`src/rtl/pleiads_input_ctrl.sv`:
```
// pleiads_input_ctrl
//
// Input-conditioning stage between hps_io and the phoenix core button inputs.
// PS/2 key events arrive toggle-strobed. They are decoded into held-key state
// and merged with both joysticks. Left and right pressed together resolve to
// neutral. A coin request becomes one fixed-length pulse per press. Fire can
// be modulated by autofire. Every output is registered.
//
// Ports:
//   clk              system clock (clk_sys domain)
//   reset_n          synchronous active-low reset
//   ps2_key[10:0]    [10]=event toggle, [9]=pressed, [8]=extended, [7:0]=scan code
//   joystick_0[15:0] player 1 joystick bits
//   joystick_1[15:0] player 2 joystick bits
//   autofire_en      level, enables autofire on btn_fire
//   btn_coin         stretched coin pulse
//   btn_player_start [0]=start 1P, [1]=start 2P
//   btn_left         move left
//   btn_right        move right
//   btn_barrier      barrier
//   btn_fire         fire (autofire-modulated)

module pleiads_input_ctrl #(
  parameter int COIN_PULSE_CYCLES = 1100000,
  parameter int COIN_GAP_CYCLES   = 1100000,
  parameter int AUTOFIRE_PERIOD   = 733333
) (
  input  logic        clk,
  input  logic        reset_n,
  input  logic [10:0] ps2_key,
  input  logic [15:0] joystick_0,
  input  logic [15:0] joystick_1,
  input  logic        autofire_en,
  output logic        btn_coin,
  output logic [1:0]  btn_player_start,
  output logic        btn_left,
  output logic        btn_right,
  output logic        btn_barrier,
  output logic        btn_fire
);

  localparam int COIN_MAX = (COIN_PULSE_CYCLES > COIN_GAP_CYCLES) ?
                            COIN_PULSE_CYCLES : COIN_GAP_CYCLES;
  localparam int COIN_W   = $clog2(COIN_MAX + 1);
  localparam int AF_W     = $clog2(AUTOFIRE_PERIOD + 1);

  localparam logic [COIN_W-1:0] PULSE_LOAD = COIN_W'(COIN_PULSE_CYCLES - 1);
  localparam logic [COIN_W-1:0] GAP_LOAD   = COIN_W'(COIN_GAP_CYCLES - 1);
  localparam logic [COIN_W-1:0] COIN_ONE   = COIN_W'(1);
  localparam logic [AF_W-1:0]   AF_LAST    = AF_W'(AUTOFIRE_PERIOD - 1);
  localparam logic [AF_W-1:0]   AF_ONE     = AF_W'(1);

  typedef enum logic [1:0] {
    COIN_IDLE,
    COIN_PULSE,
    COIN_GAP,
    COIN_WAIT_REL
  } coin_state_t;

  // ---------------------------------------------------------------------------
  // PS/2 event detection and scan-code matching
  // ---------------------------------------------------------------------------
  logic       prev_toggle;
  logic       ps2_event;
  logic       pressed;
  logic [8:0] code9;
  logic [7:0] code8;

  assign ps2_event = ps2_key[10] ^ prev_toggle;
  assign pressed   = ps2_key[9];
  assign code9     = ps2_key[8:0];
  assign code8     = ps2_key[7:0];

  // Codes written "X.." ignore the extended bit. All other codes must match
  // all nine bits, so extended variants of them are treated as unknown keys.
  logic hit_up, hit_down, hit_left, hit_right, hit_fire, hit_barrier;
  logic hit_start1_a, hit_start1_b, hit_start2_a, hit_start2_b;
  logic hit_coin_a, hit_coin_b;
  logic hit_left2, hit_right2, hit_fire2, hit_barrier2;

  assign hit_up       = (code8 == 8'h75);
  assign hit_down     = (code8 == 8'h72);
  assign hit_left     = (code8 == 8'h6B);
  assign hit_right    = (code8 == 8'h74);
  assign hit_fire     = (code9 == 9'h029);
  assign hit_barrier  = (code8 == 8'h14);
  assign hit_start1_a = (code9 == 9'h005);
  assign hit_start1_b = (code9 == 9'h016);
  assign hit_start2_a = (code9 == 9'h006);
  assign hit_start2_b = (code9 == 9'h01E);
  assign hit_coin_a   = (code9 == 9'h02E);
  assign hit_coin_b   = (code9 == 9'h036);
  assign hit_left2    = (code9 == 9'h023);
  assign hit_right2   = (code9 == 9'h034);
  assign hit_fire2    = (code9 == 9'h01C);
  assign hit_barrier2 = (code9 == 9'h01B);

  // Held-key state. Keys that share a function keep separate registers. That
  // way, releasing one of them does not cancel the other while it is held.
  logic key_up, key_down, key_left, key_right, key_fire, key_barrier;
  logic key_start1_a, key_start1_b, key_start2_a, key_start2_b;
  logic key_coin_a, key_coin_b;
  logic key_left2, key_right2, key_fire2, key_barrier2;

  // Key-state registers. prev_toggle is loaded from the live toggle during
  // reset. This ensures that a toggle flip seen while in reset does not
  // register as an event on the first cycle afterwards.
  always_ff @(posedge clk) begin
    if (!reset_n) begin
      prev_toggle  <= ps2_key[10];
      key_up       <= 1'b0;
      key_down     <= 1'b0;
      key_left     <= 1'b0;
      key_right    <= 1'b0;
      key_fire     <= 1'b0;
      key_barrier  <= 1'b0;
      key_start1_a <= 1'b0;
      key_start1_b <= 1'b0;
      key_start2_a <= 1'b0;
      key_start2_b <= 1'b0;
      key_coin_a   <= 1'b0;
      key_coin_b   <= 1'b0;
      key_left2    <= 1'b0;
      key_right2   <= 1'b0;
      key_fire2    <= 1'b0;
      key_barrier2 <= 1'b0;
    end else begin
      prev_toggle <= ps2_key[10];
      if (ps2_event) begin
        if (hit_up)       key_up       <= pressed;
        if (hit_down)     key_down     <= pressed;
        if (hit_left)     key_left     <= pressed;
        if (hit_right)    key_right    <= pressed;
        if (hit_fire)     key_fire     <= pressed;
        if (hit_barrier)  key_barrier  <= pressed;
        if (hit_start1_a) key_start1_a <= pressed;
        if (hit_start1_b) key_start1_b <= pressed;
        if (hit_start2_a) key_start2_a <= pressed;
        if (hit_start2_b) key_start2_b <= pressed;
        if (hit_coin_a)   key_coin_a   <= pressed;
        if (hit_coin_b)   key_coin_b   <= pressed;
        if (hit_left2)    key_left2    <= pressed;
        if (hit_right2)   key_right2   <= pressed;
        if (hit_fire2)    key_fire2    <= pressed;
        if (hit_barrier2) key_barrier2 <= pressed;
      end
    end
  end

  // ---------------------------------------------------------------------------
  // Raw merge of keyboard and both joysticks
  // ---------------------------------------------------------------------------
  logic [15:0] joy;
  logic raw_right, raw_left, raw_fire, raw_barrier, raw_start1, raw_start2, raw_coin;

  assign joy         = joystick_0 | joystick_1;
  assign raw_right   = key_right   | key_right2   | joy[0];
  assign raw_left    = key_left    | key_left2    | joy[1];
  assign raw_fire    = key_fire    | key_fire2    | joy[4];
  assign raw_barrier = key_barrier | key_barrier2 | joy[5];
  assign raw_start1  = key_start1_a | key_start1_b | joy[6];
  assign raw_start2  = key_start2_a | key_start2_b | joy[7];
  assign raw_coin    = key_coin_a   | key_coin_b   | joy[8];

  // Up/down keys and the spare joystick bits are decoded but have no button
  // on this board. They are collected here so that their omission is explicit.
  logic unused_bits;
  assign unused_bits = ^{key_up, key_down, joy[15:9], joy[3:2]};

  // Directional and start outputs. Left+right together becomes neutral rather
  // than letting either direction win.
  always_ff @(posedge clk) begin
    if (!reset_n) begin
      btn_left         <= 1'b0;
      btn_right        <= 1'b0;
      btn_barrier      <= 1'b0;
      btn_player_start <= 2'b00;
    end else begin
      btn_left         <= raw_left & ~raw_right;
      btn_right        <= raw_right & ~raw_left;
      btn_barrier      <= raw_barrier;
      btn_player_start <= {raw_start2, raw_start1};
    end
  end

  // ---------------------------------------------------------------------------
  // Coin stretcher
  // ---------------------------------------------------------------------------
  coin_state_t       coin_state, coin_next;
  logic [COIN_W-1:0] coin_cnt, coin_cnt_next;

  // Coin state register. btn_coin is registered from the next state, so it
  // is exactly "state is PULSE" without a decode glitch. Reset lands in
  // WAIT_REL, so a coin held through reset must be released before it counts.
  always_ff @(posedge clk) begin
    if (!reset_n) begin
      coin_state <= COIN_WAIT_REL;
      coin_cnt   <= '0;
      btn_coin   <= 1'b0;
    end else begin
      coin_state <= coin_next;
      coin_cnt   <= coin_cnt_next;
      btn_coin   <= (coin_next == COIN_PULSE);
    end
  end

  // Coin next-state logic. The pulse and gap lengths are fixed by the down
  // counter alone. Raw coin is only consulted when leaving IDLE, GAP and
  // WAIT_REL, so releasing early cannot shorten a pulse.
  always_comb begin
    coin_next     = coin_state;
    coin_cnt_next = coin_cnt;
    case (coin_state)
      COIN_IDLE: begin
        if (raw_coin) begin
          coin_next     = COIN_PULSE;
          coin_cnt_next = PULSE_LOAD;
        end
      end
      COIN_PULSE: begin
        if (coin_cnt == '0) begin
          coin_next     = COIN_GAP;
          coin_cnt_next = GAP_LOAD;
        end else begin
          coin_cnt_next = coin_cnt - COIN_ONE;
        end
      end
      COIN_GAP: begin
        if (coin_cnt == '0) begin
          coin_next = raw_coin ? COIN_WAIT_REL : COIN_IDLE;
        end else begin
          coin_cnt_next = coin_cnt - COIN_ONE;
        end
      end
      COIN_WAIT_REL: begin
        if (!raw_coin) coin_next = COIN_IDLE;
      end
      default: begin
        coin_next     = COIN_IDLE;
        coin_cnt_next = '0;
      end
    endcase
  end

  // ---------------------------------------------------------------------------
  // Autofire
  // ---------------------------------------------------------------------------
  logic [AF_W-1:0] af_cnt;
  logic            af_phase;

  // Autofire modulation. The phase rests at 1 whenever fire is released or
  // autofire is off, so the first output cycle of every press is high.
  always_ff @(posedge clk) begin
    if (!reset_n) begin
      af_cnt   <= '0;
      af_phase <= 1'b1;
      btn_fire <= 1'b0;
    end else if (!autofire_en) begin
      af_cnt   <= '0;
      af_phase <= 1'b1;
      btn_fire <= raw_fire;
    end else if (raw_fire) begin
      btn_fire <= af_phase;
      if (af_cnt == AF_LAST) begin
        af_cnt   <= '0;
        af_phase <= ~af_phase;
      end else begin
        af_cnt <= af_cnt + AF_ONE;
      end
    end else begin
      af_cnt   <= '0;
      af_phase <= 1'b1;
      btn_fire <= 1'b0;
    end
  end

endmodule

```
`config.mk`:
```
export PLATFORM = sky130hd
export DESIGN_NAME = pleiads_input_ctrl
export DESIGN_NICKNAME = d
export VERILOG_FILES = /design/src/rtl/pleiads_input_ctrl.sv
export SDC_FILE = /design/constraint.sdc
export NUM_CORES = 1
export LEC_CHECK = 0
export CAP_MARGIN = 20
export CORE_ASPECT_RATIO = 1.75
export CORE_MARGIN = 1
export CORE_UTILIZATION = 30
export DETAILED_ROUTE_END_ITERATION = 10
export GPL_ROUTABILITY_DRIVEN = 0
export GPL_TIMING_DRIVEN = 0
export PLACE_DENSITY = 0.58
export SETUP_SLACK_MARGIN = 0.15
export SLEW_MARGIN = 20
export SYNTH_ARGS = -nofsm -noshare
export SYNTH_HDL_FRONTEND = slang
export SYNTH_SLANG_ARGS = --single-unit
```
`constraint.sdc`:
```
create_clock -name clk -period 3.9 [get_ports clk]
set_clock_uncertainty 0.1 [all_clocks]
set_input_delay 1.17 -clock clk [delete_from_list [all_inputs] [get_ports clk]]
set_output_delay 1.17 -clock clk [all_outputs]
set_load 0.01 [all_outputs]
```
Yosys cells after proc, flatten, opt, wreduce, memory -nomap -nowiden
Cells that the tools add are included.
- register bits after elaboration: 66
- word-level logic and storage cells: 104
- input bits: 46
- eq/ne operators: 21
- multiplexer cells: 12
- bitwise operators: 24
- reductions and logical operators: 20
- add/sub/neg operators: 2
- operators by type and width (operator ; number):
    two-way mux 21 bit ; 3
    one-hot mux 21 bit (3 select lines) ; 1
    equality test 9 x 6 -> 1 bit (second input constant) ; 5
    equality test 9 x 5 -> 1 bit (second input constant) ; 4
    AND reduction 2 bit ; 14
    zero test 21 bit ; 1
    subtractor 21 x 1 -> 21 bit (second input constant) ; 1
    adder 20 x 1 -> 20 bit (second input constant) ; 1
    equality test 20 bit (second input constant) ; 1
    equality test 9 x 3 -> 1 bit (second input constant) ; 2
    equality test 8 x 7 -> 1 bit (second input constant) ; 2
    bitwise OR 1 bit ; 14
    two-way mux 2 bit ; 5
    bitwise OR 9 bit ; 1
    equality test 8 x 5 -> 1 bit (second input constant) ; 1
    one-hot mux 2 bit (4 select lines) ; 1
    inverter 1 bit ; 6
    AND reduction 3 bit ; 2
    equality test 2 x 1 -> 1 bit (second input constant) ; 2
    equality test 2 bit (second input constant) ; 2
    inequality test 2 bit (second input constant) ; 2
    OR reduction 4 bit ; 1
    nonzero test 3 bit ; 1
    bitwise AND 1 bit ; 2
    3 further kinds ; 4

Longest topological paths before layout
Gate-level depths: netlist of the first run.
- word-level depth: 6
- mapped depth: 9
- mapped depth without buffers: 7

Worst setup path before layout of the first run
No wires, ideal clock.
- path kind: input-to-reg
- from: input port ps2_key[10]
- to: register key_start2_a
- required time: 3.672 ns
- setup time: 0.128 ns
- arrival: 2.355 ns
- setup slack: 1.317 ns
- stages: 5
- path through: xnor2_1 or4_1 nor3b_1 mux2i_1 nor2_1
- word-level cells in the longest chain between the ends: 2
- RTL lines (what ; line ; RTL):
    start: declaration ; 30 ; input logic [10:0] ps2_key,
    XOR 1 bit ; 69 ; assign ps2_event = ps2_key[10] ^ prev_toggle;
    AND reduction 2 bit (no source line) ; - ;
    end signal: assignment ; 138 ; if (hit_start2_a) key_start2_a <= pressed;
    end: declaration ; 101 ; logic key_start1_a, key_start1_b, key_start2_a, key_start2_b;
No other way between the ends.
A chain may end at the register's enable or synchronous reset.

==> results of run 1 <==
## sequential cells by signal (all words and copies together) (netlist names), 2 cells and up
name	flops
btn_player_start	2
coin_state	2
coin_cnt	21
af_cnt	20
## stage by stage
stage	setup slack [ps]	cells
after floorplan	1320	398
after global placement	562	562
after detailed placement	538	562
after CTS	905	578
after global routing	751	578
final	883	578
## worst max-delay path: cells and delay by family
| family | cells | cell delay (ps) |
|---|---|---|
| compound gates | 4 | 1230 |
| simple gates | 1 | 210 |
| buf+inv | 1 | 540 |
## cells by family after synthesis
| group | count (synthesis) | share of synthesized area (%) |
|---|---|---|
| flops | 66 | 39.3 |
| xor+xnor | 19 | 4.95 |
| buf+inv | 30 | 4.02 |
| mux | 11 | 3.28 |
| simple gates | 183 | 29.6 |
| compound gates | 81 | 15.9 |
| fa+ha+maj | 8 | 2.98 |
## cell type report
cell class                      instances  area, µm²  area share [%]
Timing Repair Buffer                   34        340            8.11
Clock inverter                          6       90.1            2.15
Sequential cell                        66       1320            31.5
Multi-Input combinational cell        302       1910            45.4
Tap cell                              130        163            3.88
Clock buffer                           10        239            5.70
Buffer                                 13       71.3            1.70
Inverter                               17       63.8            1.52
## report_power, final
part / internal [W] / switching (W) / leakage, nW
Clock: 0.000578 / 0.000313 / 0.159
Sequential: 0.000765 / 0.000106 / 0.538
Combinational: 0.000422 / 0.000622 / 0.832
Total: 0.00176 / 0.00104 / 1.53
## path summary, 6_finish.rpt
kind	from	to	slack, ps	cells after the start
min	af_phase	btn_fire	360	2
min reg2reg	af_phase	btn_fire	360	2
max	reset_n	coin_cnt[16]	880	6
max reg2reg	coin_state[1]	coin_cnt[16]	1220	7
## layer usage
| metal | GRT usage [%] | routed length, µm | part of all wire [%] | vias to the layer above |
|---|---|---|---|---|
| met1 | 17.2 | 3420 | 39 | 1487 |
| met2 | 28.9 | 4720 | 54 | 58 |
| met5 | 0 | 0 | 0 | - |
| li1 | - | - | - | 1559 |
| met4 | 11.6 | 357 | 4.1 | 0 |
| met3 | 3.27 | 233 | 2.7 | 26 |
## cell usage in the layout, fill, tap and decap left out, types with 3 or more instances in the layout
master / instances
buf_6: 3
or3_1: 6
o21ai_0: 11
and4_1: 4
nor3_1: 14
and3_1: 8
nand3b_1: 3
inv_1: 17
xnor2_1: 7
xor2_1: 12
nand4_1: 9
nand4b_1: 3
nor4_1: 12
ha_1: 8
nand3_1: 14
nand2_1: 24
dfxtp_1: 66
clkdlybuf4s50_1: 34
clkbuf_1: 10
clkbuf_16: 9
mux2i_1: 11
nand2b_1: 5
a21oi_1: 32
o221a_2: 7
a31oi_1: 10
nor3b_1: 6
or4_1: 5
nor2_1: 56
## synthesized netlist by cell type (3+ instances only)
cell,number,area (µm²)
or4_1,5,37.5
mux2i_1,11,110
nand2b_1,5,31.3
buf_6,3,33.8
and4_1,4,35.0
nor3_1,14,70.1
nand3b_1,3,22.5
xor2_1,12,105
nand2_1,24,90.1
nand3_1,14,70.1
nand4b_1,3,26.3
a31oi_1,10,62.6
ha_1,8,100
o221a_2,7,78.8
clkbuf_1,10,37.5
nor4_1,12,75.1
a21oi_1,32,160
xnor2_1,7,61.3
inv_1,17,63.8
nor3b_1,6,45.0
o21ai_0,11,55.1
nand4_1,9,56.3
dfxtp_1,66,1320
nor2_1,56,210
and3_1,8,50.1
or3_1,6,37.5
==> reports/qor.log, run 1 <==
qor: logic_synthesis.post_synth_instance_area 0.00336 mm²
qor: logic_synthesis.ys.flop_type dfxtp_1
qor: setup_path.critical-path-slowest-cell clkdlybuf4s50_1
qor: timing.clock.fmax 0.331 GHz
qor: hold_path.class_of_the_most_critical_hold_timing_path flip-flop to flip-flop
qor: setup_path.cp_peak_stage_delay 540 ps
qor: timing.max-slew-margin-rel 45.5%
qor: clock_tree.root_buffer clkbuf_16
qor: logic_synthesis.synthArstFlopShare 0%
qor: drt.detailedRoute.firstIterationViolations 235
qor: drt.route.final.wire_length 8730 µm
qor: setup_path.cp_cell_sequence clkdlybuf4s50_1 > o211ai_1 > a211o_1 > a21oi_2 > nand3_1 > o32ai_1
qor: global_routing.maximum_number_of_pins_on_one_net_before_global_route_repair 13
qor: setup_path.endpoint_kind flip-flop
qor: floorplanning.top_level_pins 53
qor: power.vdd_ir_drop_max 0.322 mV
qor: outcome.outcome finished, final reports clean
qor: drt.post_drt_via_cell_ratio 5.42
qor: timing.worstMarginPinSlew 810 ps
qor: setup_path.timing.critical_path.from_type primary input
qor: power.power-per-cell-area 669 mW/mm²
qor: drt.routedWlPerCell 15.1 µm
qor: logic_synthesis.postSynthRegisterBits 66
qor: logic_synthesis.number_of_flops_mapped_to_enable_cells_by_yosys 0
qor: drt.detail_route.drc_violations 0
qor: floorplanning.core.rowCount 50
qor: global_routing.global_route.usage.total 16.6%
qor: drt.ant_nets 0
qor: global_routing.grt_first_pass_wirelength 14700 µm
qor: logic_synthesis.synth-seq-area-share 39.3%
qor: place.port-buffer-count 34
qor: place.postPlaceCellArea 0.00386 mm²
qor: power.power.static_leakage 1.53 nW
qor: timing.fin_setup_tns 0 ps
qor: floorplanning.chipHeight 142 µm
qor: clock_tree.cts_tree done
qor: global_routing.via_count_of_the_first_global_routing_pass 3106
qor: setup_path.critical_path_start_end_classification primary input to flip-flop
qor: logic_synthesis.synth_nets 452
qor: clock_tree.post-cts-setup-buffer-count 0
qor: run.cap_viol_max_count 0
qor: cells_and_area.antennaDiodeCount 0
qor: timing.grt_setup_unrepaired no
qor: clock_tree.ctsLongestPathBuffers 2
qor: clock_tree.cts_inserted_buffers 9
qor: logic_synthesis.synth_cell_type_count 53
qor: floorplanning.coreArea 0.0108 mm²
qor: clock_tree.cts_repair_resize_count 0
qor: clock_tree.cts_htree_levels 3
qor: setup_path.cp.required 4040 ps
qor: clock_tree.clock_insertion_delay_worst_skew 340 ps
qor: logic_synthesis.post_synthesis_area_per_instance 8.45 µm²
qor: cells_and_area.nNetsFinal 497
qor: clock_tree.cts-hold-fix-buffers 0
qor: logic_synthesis.yosysWarnings 0
qor: timing.final.hold.worst_slack 357 ps
qor: timing.timing.final.hold_violations 0
qor: timing.count_of_endpoints_failing_setup_in_the_final_report 0
qor: cells_and_area.fin_area 0.00419 mm²
qor: power.design_power_total 0.00281 W
qor: setup_path.cp_data_arrival_time 3160 ps
qor: cells_and_area.post-route-util 38.8%
qor: clock_tree.cts_num_sinks 66
qor: clock_tree.clkTransAtPathRegs 60 ps
qor: timing.timing.final.crit_share 77.4%
qor: cells_and_area.share_of_post_route_cells_with_drive_strength_above_1 8.48%
qor: cells_and_area.num-fill-cells 1103
qor: setup_path.cp_max_fo 8
qor: cells_and_area.synth_to_final_area_change 24.7%
qor: floorplanning.floorplan.die.width 82.0 µm
qor: floorplanning.initial_core_util 31.1%
qor: timing.layout_min_cycle_time 3020 ps
qor: logic_synthesis.synthCells 398
qor: place.hpwlAfterDp 6460 µm
qor: drt.firstDrtPassIters 4
qor: global_routing.grt_antenna_before_repair 0
qor: drt.detailroute.via_count 3130
qor: global_routing.globalRouteOverflowTotal 0
qor: timing.report.final.slew_viol_count 0
qor: floorplanning.fp.dieArea 0.0117 mm²
No activity file was read; power rests on OpenSTA's default activity.
==> inputs of run 2 (changes only) <==
--- a/config.mk
+++ b/config.mk
@@ -12,7 +12,7 @@
 export DETAILED_ROUTE_END_ITERATION = 10
 export GPL_ROUTABILITY_DRIVEN = 0
 export GPL_TIMING_DRIVEN = 0
-export PLACE_DENSITY = 0.58
+export PLACE_DENSITY = 0.59
 export SETUP_SLACK_MARGIN = 0.15
 export SLEW_MARGIN = 20
 export SYNTH_ARGS = -nofsm -noshare
==> constraint.sdc (replaced) <==
create_clock -name clk -period 2.6 [get_ports clk]
set_clock_uncertainty 0.1 [all_clocks]
set_input_delay 0.78 -clock clk [delete_from_list [all_inputs] [get_ports clk]]
set_output_delay 0.78 -clock clk [all_outputs]
set_load 0.01 [all_outputs]
==> run 2 against run 1 <==
Compared with the run above:
- die area did not move
- sequential power up 51%
- clock-buffer cell count did not move
- clock power is 54% higher
- critical endpoint is now key_start2_a
- highest routed layer unchanged
==> reports/qor.log, run 2 (synthesis results as in run 1) <==
qor: hold_path.class_of_the_most_critical_hold_timing_path flip-flop to flip-flop
qor: global_routing.maximum_number_of_pins_on_one_net_before_global_route_repair 12 [-1]
qor: cells_and_area.max_flop_register coin_cnt
qor: drt.detail_route.drc_violations 0 [unchanged]
qor: run.cap_viol_max_count 0 [unchanged]
qor: drt.detailedRoute.firstIterationViolations 166 [-29%]
qor: setup_path.cp.required 2700 ps [-1340 ps]
qor: drt.detailroute.via_count 3158 [+0.89%]
qor: drt.route.final.wire_length 8720 µm [-0.14%]
qor: cells_and_area.layout.cells.non_filler 580 [+0.35%]
qor: setup_path.cp_data_arrival_time 2490 ps [-670 ps]
qor: clock_tree.cts_inserted_buffers 9 [unchanged]
qor: drt.ant_nets 0 [unchanged]
qor: clock_tree.cts_htree_levels 3 [unchanged]
qor: setup_path.cp_peak_stage_delay 540 ps [about the same]
qor: floorplanning.floorplan.die.width 82.0 µm [unchanged]
qor: timing.count_of_endpoints_failing_setup_in_the_final_report 0 [unchanged]
qor: clock_tree.cts_num_sinks 66 [unchanged]
qor: setup_path.critPathBufInv 1 [unchanged]
qor: place.hpwlAfterDp 6420 µm [-0.67%]
qor: global_routing.grt_antenna_before_repair 0 [unchanged]
qor: floorplanning.core.rowCount 50 [unchanged]
qor: power.power-per-cell-area 999 mW/mm² [+49%]
qor: power.power.static_leakage 1.57 nW [+2.8%]
qor: cells_and_area.share_of_post_route_cells_with_drive_strength_above_1 11.6% [+3.1 points]
qor: clock_tree.clkTransAtPathRegs 50 ps [about the same]
qor: cells_and_area.layout_common_cells 66 x dfxtp_1, 56 x nor2_1, 34 x clkdlybuf4s50_1
qor: place.postPlaceCellArea 0.00386 mm² [unchanged]
qor: cells_and_area.nNetsFinal 499 [+0.40%]
qor: floorplanning.chipHeight 142 µm [unchanged]
qor: setup_path.cp_max_fo 6 [-2]
qor: cells_and_area.layout_top_registers coin_cnt (21), af_cnt (20)
qor: setup_path.timing.critical_path.from_type primary input
qor: cells_and_area.synth_to_final_area_change 28.5%
qor: setup_path.critical-path-slowest-cell or4_4
qor: timing.timing.final.crit_share 91.9%
qor: cells_and_area.largest_reg_flops 21 [unchanged]
qor: setup_path.critical_path_start_end_classification primary input to flip-flop
qor: place.placed_cells 562 [unchanged]
qor: outcome.outcome finished, final reports clean
qor: drt.routedWlPerCell 15.0 µm [-0.48%]
qor: global_routing.globalRouteOverflowTotal 0 [unchanged]
qor: timing.layout_min_cycle_time 2390 ps
qor: floorplanning.fp.dieArea 0.0117 mm² [unchanged]
qor: timing.report.final.slew_viol_count 0 [unchanged]
qor: floorplanning.top_level_pins 53 [unchanged]
qor: floorplanning.initial_core_util 31.1% [unchanged]
qor: clock_tree.ctsLongestPathBuffers 2 [unchanged]
qor: clock_tree.cts_tree done
qor: setup_path.cp_cell_sequence clkdlybuf4s50_1 > xnor2_2 > or4_4 > nor3b_2 > mux2i_1 > nor2_1
qor: power.vdd_ir_drop_max 0.458 mV [+42%]
qor: cells_and_area.antennaDiodeCount 0 [unchanged]
qor: floorplanning.coreArea 0.0108 mm² [unchanged]
qor: timing.clock.fmax 0.419 GHz
qor: setup_path.crit_family simple AND/OR/NAND/NOR gates
qor: power.design_power_total 0.00432 W [+54%]
qor: drt.post_drt_via_cell_ratio 5.44 [+0.55%]
qor: cells_and_area.most_common_library_cell_in_the_layout_ignoring_fill_and_taps dfxtp_1
qor: timing.grt_setup_unrepaired yes
qor: global_routing.grt_first_pass_wirelength 14600 µm [-0.94%]
qor: timing.worstMarginPinSlew 622 ps [-188 ps]
qor: global_routing.via_count_of_the_first_global_routing_pass 3166 [+1.9%]
qor: cells_and_area.fin_area 0.00432 mm² [+3.0%]
qor: clock_tree.cts-hold-fix-buffers 0 [unchanged]
qor: cells_and_area.post-route-util 39.9% [+1.2 points]
qor: place.port-buffer-count 34 [unchanged]
qor: clock_tree.clock_insertion_delay_worst_skew 330 ps [about the same]
qor: setup_path.endpoint_kind flip-flop
qor: global_routing.global_route.usage.total 16.6% [-0.065 points]
qor: timing.max-slew-margin-rel 58.2% [+13 points]
qor: clock_tree.root_buffer clkbuf_16
qor: drt.firstDrtPassIters 4 [unchanged]
qor: timing.timing.final.hold_violations 0 [unchanged]
==> run 2: cell count changes in the layout (fill, tap and decap cells not counted), sizes merged <==
cell,previous run,this run
clkinvlp,1,0
bufinv,2,3
buf,3,5
==> run 2: where the power goes <==
| group | switching [W] | total [W] | internal (W) |
|---|---|---|---|
| Clock | 0.000436 | 0.00137 | 0.000931 |
| Combinational | 0.000955 | 0.00163 | 0.000675 |
| Sequential | 0.000171 | 0.00132 | 0.00115 |
| Total | 0.00156 | 0.00432 | 0.00275 |
==> run 2: repair_timing <==
action	CTS	global route
resized for setup	6	11
endpoints found under the hold margin	0	0
setup buffers	1	1
endpoints found under the setup margin	11	30
pin swaps	0	1
==> run 2: worst min-delay path, stage by stage, from the launching register on <==
cell	delay (ps)
dfxtp_1	310
inv_1	50
a21oi_1	50
==> run 2: path summary, 6_finish.rpt <==
kind / slack (ps) / endpoint / startpoint / depth (start not counted)
worst max-delay path: 210 / key_start2_a / ps2_key[10] / 6
worst min-delay path: 370 / btn_fire / af_phase / 2
worst max register to register: 250 / coin_cnt[19] / coin_cnt[4] / 7
worst min register to register: 370 / btn_fire / af_phase / 2
==> run 2: stage by stage <==
step                      hold WS, ps  setup WS (ps)  TNS [ps]
after CTS                         375            164         0
after global placement            350           -324     -4470
after detailed placement          368           -369     -4910
after floorplan                   331            407         0
after global routing              389            120         0
final                             368            211         0
==> run 2: cell type report <==
class / count / area (µm²)
fillers: 1061 / 6500
multi-input cells: 302 / 2010
flip-flops and latches: 66 / 1320
repair buffers: 36 / 355
clock buffers: 10 / 229
well taps: 130 / 163
clock inverters: 6 / 105
plain buffers: 13 / 71.3
inverters: 17 / 63.8
==> run 2: routing by layer <==
| layer | wire length (µm) | up-vias | global-route usage [%] | share of wire (%) |
|---|---|---|---|---|
| li1 | - | 1559 | - | - |
| met1 | 3350 | 1498 | 16.5 | 38 |
| met2 | 4740 | 70 | 29.4 | 54 |
| met3 | 270 | 31 | 4.23 | 3.1 |
| met4 | 358 | 0 | 10.4 | 4.1 |
| met5 | 0 | - | 0 | 0 |
==> inputs of run 3 (changes only) <==
--- a/config.mk
+++ b/config.mk
@@ -12,7 +12,7 @@
 export DETAILED_ROUTE_END_ITERATION = 10
 export GPL_ROUTABILITY_DRIVEN = 0
 export GPL_TIMING_DRIVEN = 0
-export PLACE_DENSITY = 0.59
+export PLACE_DENSITY = 0.58
 export SETUP_SLACK_MARGIN = 0.15
 export SLEW_MARGIN = 20
 export SYNTH_ARGS = -nofsm -noshare
==> constraint.sdc (replaced) <==
create_clock -name clk -period 2.9 [get_ports clk]
set_clock_uncertainty 0.1 [all_clocks]
set_input_delay 0.87 -clock clk [delete_from_list [all_inputs] [get_ports clk]]
set_output_delay 0.87 -clock clk [all_outputs]
set_load 0.01 [all_outputs]
==> run 3 against run 2 <==
Compared with the run above:
- final cell count shrank 0.34%
- setup slack got worse by 17 ps
- die area unchanged
- via count decreased by 0.16%
- non-clock buffer count decreased by 2
- register-to-register slack better by 60 ps
- sequential power is 11% lower
- core utilization fell by 1.0 points
- total power down 12%
- combinational power down 13%
- worst hold slack worse by 12 ps
- largest cell class unchanged
- highest routed layer unchanged
==> reports/qor.log, run 3 (synthesis results as in run 1) <==
qor: drt.routedWlPerCell 15.2 µm [+0.88%]
qor: clock_tree.clock_insertion_delay_worst_skew 340 ps [about the same]
qor: clock_tree.cts_tree done
qor: timing.worstMarginPinSlew 805 ps [+183 ps]
qor: setup_path.cp_cell_sequence clkdlybuf4s50_1 > nor4_1 > a21o_1 > a31o_2 > buf_6 > buf_6 > nand2_1 > and3_1
qor: timing.timing.final.crit_share 93.3%
qor: setup_path.endpoint_kind flip-flop
qor: power.power.static_leakage 1.53 nW [-2.5%]
qor: cells_and_area.most_common_library_cell_in_the_layout_ignoring_fill_and_taps dfxtp_1
qor: place.hpwlAfterDp 6460 µm [+0.67%]
qor: floorplanning.coreArea 0.0108 mm² [unchanged]
qor: global_routing.global_route.usage.total 16.6% [+0.065 points]
qor: cells_and_area.post-route-util 38.9% [-1.0 points]
qor: floorplanning.floorplan.die.width 82.0 µm [unchanged]
qor: place.postPlaceCellArea 0.00386 mm² [unchanged]
qor: timing.max-slew-margin-rel 45.8% [-12 points]
qor: drt.ant_nets 0 [unchanged]
qor: cells_and_area.largest_reg_flops 21 [unchanged]
qor: outcome.outcome finished, final reports clean
qor: setup_path.cp_data_arrival_time 2830 ps [+340 ps]
qor: setup_path.crit_family simple AND/OR/NAND/NOR gates
qor: global_routing.grt_first_pass_wirelength 14700 µm [+0.95%]
qor: drt.firstDrtPassIters 5 [+1]
qor: clock_tree.cts_inserted_buffers 9 [unchanged]
qor: cells_and_area.synth_to_final_area_change 25.1%
qor: floorplanning.fp.dieArea 0.0117 mm² [unchanged]
qor: clock_tree.ctsLongestPathBuffers 2 [unchanged]
qor: setup_path.critPathBufInv 3 [+2]
qor: clock_tree.cts-hold-fix-buffers 0 [unchanged]
qor: cells_and_area.layout_common_cells 66 x dfxtp_1, 56 x nor2_1, 34 x clkdlybuf4s50_1
qor: cells_and_area.nNetsFinal 497 [-0.40%]
qor: setup_path.critical-path-slowest-cell nor4_1
qor: global_routing.via_count_of_the_first_global_routing_pass 3106 [-1.9%]
qor: setup_path.critical_path_start_end_classification primary input to flip-flop
qor: cells_and_area.layout_top_registers coin_cnt (21), af_cnt (20)
qor: drt.detail_route.drc_violations 0 [unchanged]
qor: timing.timing.final.hold_violations 0 [unchanged]
qor: setup_path.cp_max_fo 10 [+4]
qor: hold_path.holdPathStages 2 [unchanged]
qor: drt.detailedRoute.firstIterationViolations 164 [-1.2%]
qor: global_routing.grt_antenna_before_repair 0 [unchanged]
qor: drt.post_drt_via_cell_ratio 5.46 [+0.19%]
qor: clock_tree.post-cts-setup-buffer-count 0 [-1]
qor: clock_tree.clkTransAtPathRegs 60 ps [about the same]
qor: floorplanning.top_level_pins 53 [unchanged]
qor: setup_path.rr_worst_depth 7 [unchanged]
qor: timing.final.hold.worst_slack 356 ps [-12.2 ps]
qor: global_routing.globalRouteOverflowTotal 0 [unchanged]
qor: power.vdd_ir_drop_max 0.424 mV [-7.5%]
qor: drt.route.final.wire_length 8770 µm [+0.53%]
qor: setup_path.critical_path.most_common_cell buf_6
qor: power.power-per-cell-area 901 mW/mm² [-9.8%]
qor: place.placed_cells 562 [unchanged]
qor: setup_path.cp.required 3030 ps [+330 ps]
qor: cells_and_area.antennaDiodeCount 0 [unchanged]
qor: cells_and_area.layout.cells.non_filler 578 [-0.34%]
qor: setup_path.timing.critical_path.depth 8 [+2]
qor: clock_tree.cts_repair_resize_count 0 [-6]
qor: cells_and_area.share_of_post_route_cells_with_drive_strength_above_1 8.71% [-2.9 points]
qor: hold_path.class_of_the_most_critical_hold_timing_path flip-flop to flip-flop
qor: cells_and_area.max_flop_register coin_cnt
qor: timing.report.final.slew_viol_count 0 [unchanged]
qor: setup_path.cp_peak_stage_delay 610 ps [+70 ps]
qor: clock_tree.cts_htree_levels 3 [unchanged]
qor: timing.clock.fmax 0.370 GHz
qor: floorplanning.initial_core_util 31.1% [unchanged]
qor: floorplanning.chipHeight 142 µm [unchanged]
qor: global_routing.maximum_number_of_pins_on_one_net_before_global_route_repair 13 [+1]
qor: run.cap_viol_max_count 0 [unchanged]
qor: drt.detailroute.via_count 3153 [-0.16%]
qor: timing.layout_min_cycle_time 2710 ps
qor: floorplanning.core.rowCount 50 [unchanged]
qor: clock_tree.root_buffer clkbuf_16
qor: setup_path.timing.critical_path.from_type primary input
qor: setup_path.reg2reg_setup_slack 310 ps [+60 ps]
qor: timing.grt_setup_unrepaired yes
qor: cells_and_area.fin_area 0.00421 mm² [-2.6%]
qor: clock_tree.cts_num_sinks 66 [unchanged]
qor: place.port-buffer-count 34 [unchanged]
qor: timing.count_of_endpoints_failing_setup_in_the_final_report 0 [unchanged]
run 3: cell count changes in the layout (fill, tap and decap cells not counted), moves of 2 or more:
cell / delta
nor4_1: +4
nor3b_1: +3
nor3b_2: -3
buf_4: -2
clkinv_2: -2
clkinv_4: +2
nor4_2: -2
nor4_4: -2
run 3: power by group:
part | switching, W | internal (W)
clock | 0.000420 | 0.000777
combinational | 0.000851 | 0.000570
sequential | 0.000143 | 0.00103
total | 0.00141 | 0.00238
run 3: path summary, 6_finish.rpt:
check	startpoint	to
setup / recovery	joystick_1[8]	coin_cnt[1]
hold / removal	af_phase	btn_fire
setup reg to reg	coin_state[1]	coin_cnt[16]
hold reg to reg	af_phase	btn_fire
run 3: layer usage:
| metal | part of all wire, % | track usage [%] | vias to the layer above |
|---|---|---|---|
| met5 | 0 | 0 | - |
| met4 | 4.1 | 11.6 | 0 |
| met3 | 2.5 | 3.27 | 26 |
| met2 | 54 | 28.9 | 58 |
| met1 | 39 | 17.2 | 1511 |
| li1 | - | - | 1558 |
run 3: area by class of cell:
cell class / instances / area, µm²
Timing Repair Buffer: 34 / 340
Inverter: 17 / 63.8
Tap cell: 130 / 163
Clock inverter: 6 / 90.1
Sequential cell: 66 / 1320
Fill cell: 1104 / 6620
Clock buffer: 10 / 239
Multi-Input combinational cell: 302 / 1920
Buffer: 13 / 71.3
run 3: worst min-delay path: cells and delay by family, from the launching register on:
family | cells | cell delay (ps)
flops | 1 | 310
compound gates | 1 | 50
buf+inv | 1 | 50
run 3: through the flow:
| stage | setup slack, ps | total power [W] | setup TNS (ps) |
|---|---|---|---|
| 3_5_place_dp | -162 | 0.00257 | -362 |
| 3_3_place_gp | -138 | 0.00255 | -345 |
| 2_1_floorplan | 617 | 0.00218 | 0 |
| 6_report | 195 | 0.00379 | 0 |
| 4_1_cts | 205 | 0.00379 | 0 |
| 5_1_grt | 106 | 0.00401 | 0 |
